<file path="src/rtl/uart_rx_param.sv">
// Parametrised UART receiver: 2-flop synchroniser, 3-sample majority vote,
// parity/framing checks and a valid/ready output with overrun detection.
module uart_rx_param #(
    parameter int CLKS_PER_BIT = 8,
    parameter int DATA_BITS    = 8,
    parameter int PARITY       = 0,
    parameter int STOP_BITS    = 1
) (
    input  logic                 clk,
    input  logic                 rst,
    input  logic                 rx,
    output logic [DATA_BITS-1:0] data,
    output logic                 valid,
    input  logic                 ready,
    output logic                 parity_err,
    output logic                 frame_err,
    output logic                 overrun,
    output logic                 busy
);

    localparam int CW  = $clog2(CLKS_PER_BIT);
    localparam int MID = CLKS_PER_BIT / 2;
    localparam logic [CW-1:0] SMP0 = CW'(MID - 1);
    localparam logic [CW-1:0] SMP1 = CW'(MID);
    localparam logic [CW-1:0] SMP2 = CW'(MID + 1);
    localparam logic [CW-1:0] LAST = CW'(CLKS_PER_BIT - 1);

    typedef enum logic [2:0] {
        ST_IDLE, ST_START, ST_DATA, ST_PARITY, ST_STOP, ST_WAIT_IDLE
    } state_t;

    state_t                 state_q, state_d;
    logic                   rx_meta_q, rx_s_q;
    logic [CW-1:0]          cnt_q, cnt_d;
    logic [1:0]             smp_q, smp_d;
    logic [3:0]             idx_q, idx_d;
    logic [DATA_BITS-1:0]   shift_q, shift_d;
    logic                   par_bad_q, par_bad_d;
    logic                   stop_bad_q, stop_bad_d;
    logic [DATA_BITS-1:0]   data_q, data_d;
    logic                   valid_q, valid_d;
    logic                   perr_q, perr_d, ferr_q, ferr_d, ovr_q, ovr_d;
    logic                   maj, at_mid, bit_end;

    // Majority of the two stored samples and the live third sample.
    assign maj     = (smp_q[0] & smp_q[1]) | (smp_q[0] & rx_s_q) | (smp_q[1] & rx_s_q);
    assign at_mid  = (cnt_q == SMP2);
    assign bit_end = (cnt_q == LAST);

    always_comb begin
        // NOTE: every _d gets a default first so no path through the case infers a latch.
        state_d    = state_q;
        cnt_d      = bit_end ? '0 : cnt_q + CW'(1);
        smp_d      = smp_q;
        idx_d      = idx_q;
        shift_d    = shift_q;
        par_bad_d  = par_bad_q;
        stop_bad_d = stop_bad_q;
        data_d     = data_q;
        valid_d    = valid_q;
        perr_d     = 1'b0;
        ferr_d     = 1'b0;
        ovr_d      = 1'b0;

        if (cnt_q == SMP0) smp_d[0] = rx_s_q;
        if (cnt_q == SMP1) smp_d[1] = rx_s_q;
        if (valid_q && ready) valid_d = 1'b0;

        unique case (state_q)
            ST_IDLE: begin
                cnt_d      = '0;
                idx_d      = '0;
                par_bad_d  = 1'b0;
                stop_bad_d = 1'b0;
                if (!rx_s_q) state_d = ST_START;
            end
            ST_START: begin
                if (at_mid && maj)  state_d = ST_IDLE;
                else if (bit_end)   state_d = ST_DATA;
            end
            ST_DATA: begin
                if (at_mid) shift_d = {maj, shift_q[DATA_BITS-1:1]};
                if (bit_end) begin
                    if (idx_q == 4'(DATA_BITS - 1)) begin
                        idx_d   = '0;
                        state_d = (PARITY != 0) ? ST_PARITY : ST_STOP;
                    end else begin
                        idx_d = idx_q + 4'd1;
                    end
                end
            end
            ST_PARITY: begin
                // Odd parity flips the sense of the XOR check.
                if (at_mid)  par_bad_d = (^shift_q) ^ maj ^ (PARITY == 2);
                if (bit_end) state_d   = ST_STOP;
            end
            ST_STOP: begin
                if (at_mid && idx_q == 4'(STOP_BITS - 1)) begin
                    if (stop_bad_q || !maj) begin
                        ferr_d  = 1'b1;
                        state_d = ST_WAIT_IDLE;
                    end else if (par_bad_q) begin
                        perr_d  = 1'b1;
                        state_d = ST_IDLE;
                    end else if (valid_q && !ready) begin
                        ovr_d   = 1'b1;
                        state_d = ST_IDLE;
                    end else begin
                        data_d  = shift_q;
                        valid_d = 1'b1;
                        state_d = ST_IDLE;
                    end
                end else if (at_mid) begin
                    stop_bad_d = stop_bad_q | ~maj;
                end
                if (bit_end) idx_d = idx_q + 4'd1;
            end
            ST_WAIT_IDLE: begin
                if (rx_s_q) state_d = ST_IDLE;
            end
            default: state_d = ST_IDLE;
        endcase
    end

    // NOTE: state registers use non-blocking assignments only; the comb block above uses blocking.
    always_ff @(posedge clk or posedge rst) begin
        if (rst) begin
            rx_meta_q  <= 1'b1;
            rx_s_q     <= 1'b1;
            state_q    <= ST_IDLE;
            cnt_q      <= '0;
            smp_q      <= '0;
            idx_q      <= '0;
            shift_q    <= '0;
            par_bad_q  <= 1'b0;
            stop_bad_q <= 1'b0;
            // NOTE: data is a plain register, not a memory, so it is reset with everything else.
            data_q     <= '0;
            valid_q    <= 1'b0;
            perr_q     <= 1'b0;
            ferr_q     <= 1'b0;
            ovr_q      <= 1'b0;
        end else begin
            rx_meta_q  <= rx;
            rx_s_q     <= rx_meta_q;
            state_q    <= state_d;
            cnt_q      <= cnt_d;
            smp_q      <= smp_d;
            idx_q      <= idx_d;
            shift_q    <= shift_d;
            par_bad_q  <= par_bad_d;
            stop_bad_q <= stop_bad_d;
            data_q     <= data_d;
            valid_q    <= valid_d;
            perr_q     <= perr_d;
            ferr_q     <= ferr_d;
            ovr_q      <= ovr_d;
        end
    end

    assign data       = data_q;
    assign valid      = valid_q;
    assign parity_err = perr_q;
    assign frame_err  = ferr_q;
    assign overrun    = ovr_q;
    assign busy       = (state_q != ST_IDLE);

endmodule

</file>
<file path="config.mk">
export PLATFORM = sky130hd
export DESIGN_NAME = uart_rx_param
export DESIGN_NICKNAME = d
export VERILOG_FILES = /design/src/rtl/uart_rx_param.sv
export SDC_FILE = /design/constraint.sdc
export NUM_CORES = 1
export LEC_CHECK = 0
export BUFFER_PORTS_ARGS = -buffer_cell sky130_fd_sc_hd__buf_2
export CORE_MARGIN = 4
export CORE_UTILIZATION = 58
export CTS_CLUSTER_DIAMETER = 50
export DETAILED_ROUTE_END_ITERATION = 8
export HOLD_SLACK_MARGIN = 0.06
export PLACE_DENSITY = 0.78
export REMOVE_ABC_BUFFERS = 1
export SLEW_MARGIN = 20
export SYNTH_ARGS = -nofsm -noshare
export SYNTH_HDL_FRONTEND = slang
export SYNTH_SLANG_ARGS = --single-unit
</file>
<file path="constraint.sdc">
create_clock -name clk -period 2.2 [get_ports clk]
set_input_delay 0.11 -clock clk [delete_from_list [all_inputs] [get_ports clk]]
set_output_delay 0.11 -clock clk [all_outputs]
set_load 0.01 [all_outputs]
</file>
## Word level (Yosys, flattened, before mapping)

Index checks and enable logic that the tools add are counted.

- $add $sub $neg: 2
- Multiply operators: 0
- Div/mod/pow operators: 0
- Order comparisons: 0
- Eq/ne operators: 21
- Shift-type cells: 0
- Muxes and demuxes: 39
- Bitwise gates (word level): 11
- Reduce and logical (&&, ||, !) cells: 20

Operators with widths:

| cell | number |
|---|---|
| 3-bit 2-to-1 mux | 11 |
| 1-bit 2-to-1 mux | 21 |
| 2-bit inequality test, second input constant | 10 |
| 3-bit case mux with 6 select lines | 1 |
| 3-bit == test, second input constant | 5 |
| 4-bit 2-to-1 mux | 3 |
| 4-bit case mux with 3 select lines | 1 |
| 3-bit by 2-bit == test with 1-bit output, second input constant | 3 |
| 8-bit XOR reduction | 1 |
| 7-bit AND reduction | 1 |
| 3-bit AND reduction | 2 |
| 3-bit nonzero test | 2 |
| 5-bit AND reduction | 1 |
| 4-bit by 1-bit adder with 4-bit output, second input constant | 1 |
| 4-bit by 3-bit == test with 1-bit output, second input constant | 1 |
| 1-bit logical AND | 4 |
| 4-bit logical NOT | 1 |
| 1-bit NOT | 4 |
| 1-bit case mux with 2 select lines | 2 |
| 2-bit AND reduction | 2 |
| 2-bit nonzero test | 2 |
| 3-bit by 1-bit adder with 3-bit output, second input constant | 1 |
| 1-bit bitwise AND | 3 |
| 3-bit by 1-bit == test with 1-bit output, second input constant | 1 |
| other kinds (6) | 9 |

- Register bits after elaboration: 36
- Bits in latches: 0
- Bits in writable memories: 0
- Memory bits (read-only): 0
- Input bits: 4
- Output and inout port bits: 13
- Word-level logic and storage cells: 108
- Memories kept: 0

## Depth between registers and ports, before layout

- Word-level depth: 8
- Gate-level depth with buffers: 6
- Mapped depth without buffers: 6

## Least setup slack after synthesis

Ideal clock, no wire load.

- Path type: register to register
- From: register cnt_q[1]
- To: register data_q[0], in the netlist data[0]
- Setup time: 0.125 ns
- Arrival: 1.710 ns
- Data required time: 2.075 ns
- Slack: 0.366 ns
- Stages on the path, launching flop included: 7
- Path buffers: 0
- Clock period less this slack: 1.834 ns
- Path through: dfrtp_1 > inv_1 > ha_1 > and4bb_2 > nand4b_4 > nor3b_4 > mux2_2

- Cells in the longest elaborated chain, start to end: 3

RTL lines:

| element | line | RTL |
|---|---|---|
| start, declared | 34 | `logic [CW-1:0] cnt_q, cnt_d;` |
| start signal, assigned | 147 | `cnt_q <= cnt_d;` |
| 3-bit == test | 47 | `assign at_mid = (cnt_q == SMP2);` |
| 1-bit logical AND | 98 | `if (at_mid && idx_q == 4'(STOP_BITS - 1)) begin` |
| 5-bit AND reduction (no source line) | - |  |
| end signal, assigned | 153 | `data_q <= data_d;` |
| end, declared | 40 | `logic [DATA_BITS-1:0] data_q, data_d;` |

Every way passes these cells.
A chain may end at the register's enable or synchronous reset.

## Final worst setup path

- From: register cnt_q[1]
- To: register data_q[3], in the netlist data[3]

The elaborated chain is that of the path after synthesis.

==> metrics <==
post-synth cell types 42; VDD IR max 0.000560 V; gr ovfl total 0; reg-to-reg startpoint cnt_q[1]; WL/cell 15.7 um; CTS resizes 0; crit start category flip-flop; Worst Setup End Kind flip-flop; overall power 0.00179 W; status complete, no violations; Arr. time, crit path 2.24 ns; first drt pass iteration count 5; final hold violations 0; Clk pin slew, worst setup/hold paths 0.11 ns; share of cells above drive strength 1 0.320; DRC viols 0; Final Routed Wirelength 3280 um; Top Ports 17; die width 63.3 um; fillcell total 210; Initial Utilization 0.628; Worst-Skew Late Latency 0.34 ns; via count 1204; CP required 2.43 ns; Antenna diodes 0; Hold Crit Class flip-flop to flip-flop; Chip Height 63.3 um; worst-path fanout max 8; Syn Inst Count 148; vias in the first global route 1299; unrepaired setup endpoints after global routing no; Port Buffers 16; dominant cells by area after synthesis dfrtp_1 48%, mux2_2 11%, ha_1 4.9%; f_max 0.499 GHz; worst-case reg-to-reg path depth 7; Final min period 2.00 ns; Post-synth EDFFs 0; PwrDens 882 mW/mm^2; first-pass GRT wire length 6080 um; most common cell in the netlist dfrtp_1; Rows 19; Avg Synthesized Cell Area 12.0 um^2; share of the synthesized area in the top cell type 0.479; Synth area leader dfrtp_1; Synth top cells by count 34 x dfrtp_1, 18 x mux2_2, 12 x nor2_1; asr flop ratio synth 1.00; Area Overhead vs Synth 14.0%; share of the yosys chip area belonging to registers 0.509; number of H-tree levels 2; reg-to-reg endpoint data[3]; total CTS buffers 5; Via density 5.76; worst reg2reg setup slack 0.20 ns; Synth Warn # 0; Clock Sinks 36; period utilisation layout 0.910; Slew @ Worst Pin 0.441 ns; GP Congestion 0.862; Mapped Area 0.00178 mm^2; Hold EP rx_s_q; 1st-iter DRT viols 56; die area 0.00401 mm^2; TritonCTS clock tree done; Post-Route Setup TNS 0 ns; nets 188; Rel. slew slack 0.706; Leakage 1.03 nW; Bufs on Longest Clock Path 2; CORE AREA 0.00283 mm^2; initial antenna violation count 0; final setup skew 0.00559 ns; max cap viols 0; min-delay src rx_meta_q; commonest register cell after synthesis dfrtp_1; Max Slew Vio Count 0; GR Util All Layers 0.194; ANT nets after route 0; DP Wirelength 2360 um; # setup viols final 0; WHS Path Cells 0; number of synthesized register bits 36; worst setup path class flip-flop to flip-flop; largest net degree at the start of global routing 37; clk root buf clkbuf_4
## where the power goes
group / internal, W / switching (W)
registers: 0.000751 / 0.0000853
clock network: 0.000128 / 0.000224
logic: 0.000282 / 0.000315
## worst max path at each step
stage	slack (ns)	endpoint	cells past startpoint	startpoint
floorplan	0.37	data[0]	6	cnt_q[1]
global placement	0.21	data[0]	6	cnt_q[1]
detailed placement	0.11	data[3]	6	cnt_q[1]
CTS	0.09	data[3]	6	cnt_q[1]
global route	0.07	data[4]	7	cnt_q[1]
finish	0.20	data[3]	7	cnt_q[1]
## metal layers
layer / up-vias / GRT usage / share of wire / routed length [um]
li1: 579 / - / - / -
met1: 569 / 0.237 / 0.44 / 1440
met2: 47 / 0.321 / 0.49 / 1610
met3: 9 / 0.0675 / 0.054 / 178
met4: 0 / 0.0620 / 0.014 / 45
met5: - / 0 / 0 / 0
## state kept, by name, indices dropped and copies added (netlist names), 2 cells and up
signal   flops
idx_q        4
state_q      3
data         8
cnt_q        3
smp_q        2
shift_q      8
## cell usage in the layout (no fill, tap or decap), types with 5 or more instances in the layout
cell,synthesis,routed
xnor2_1,6,6
nor2_1,12,12
buf_2,0,16
nand2_1,7,7
ha_1,7,7
buf_4,0,5
dfrtp_1,34,34
inv_1,10,10
mux2_2,18,18
clkbuf_4,0,5
## what timing repair did
item | in CTS | in global routing
hold buffers | 3 | 0
setup endpoints to repair | 0 | 8
setup buffers | 0 | 1
hold endpoints to repair | 36 | 0
## final cells by class
cell class	instances	area [um^2]	share of cell area
clock inverter	1	8.76	0.00433
clock buffer	7	45.0	0.0222
timing repair buffer	25	168	0.0828
multi-input combinational	99	823	0.407
inverter	10	37.5	0.0185
sequential	36	903	0.446
tap	31	38.8	0.0192
## stage by stage
step	cells	hold WS, ns	worst slack [ns]	instance area (um^2)	util
2_1_floorplan	145	0.114	0.366	1760	-
3_3_place_gp	197	0.216	0.214	1920	0.679
3_5_place_dp	197	0.219	0.106	1920	0.679
4_1_cts	208	0.371	0.0865	2000	0.709
5_1_grt	209	0.365	0.0655	2020	0.716
6_report	209	0.360	0.198	2020	0.716
## worst max-delay path, cell delays in order, from the launching register on
cell and delay, ns:
dfrtp_1 0.40, inv_1 0.09, ha_1 0.25, and4bb_2 0.30, nand4b_4 0.13, nor3b_4 0.24
buf_12 0.15, mux2_2 0.33
## cells by family (layout without fill, tap and decap cells)
| kind of cell | Yosys count | count (layout) | share of synthesized area |
|---|---|---|---|
| compound gates | 18 | 18 | 0.0761 |
| buf+inv | 13 | 43 | 0.0275 |
| xor+xnor | 7 | 7 | 0.0423 |
| flops | 36 | 36 | 0.509 |
| mux | 18 | 18 | 0.114 |
| fa+ha+maj | 9 | 9 | 0.0627 |
| simple gates | 47 | 47 | 0.168 |
(Power assumes the default switching activity.)
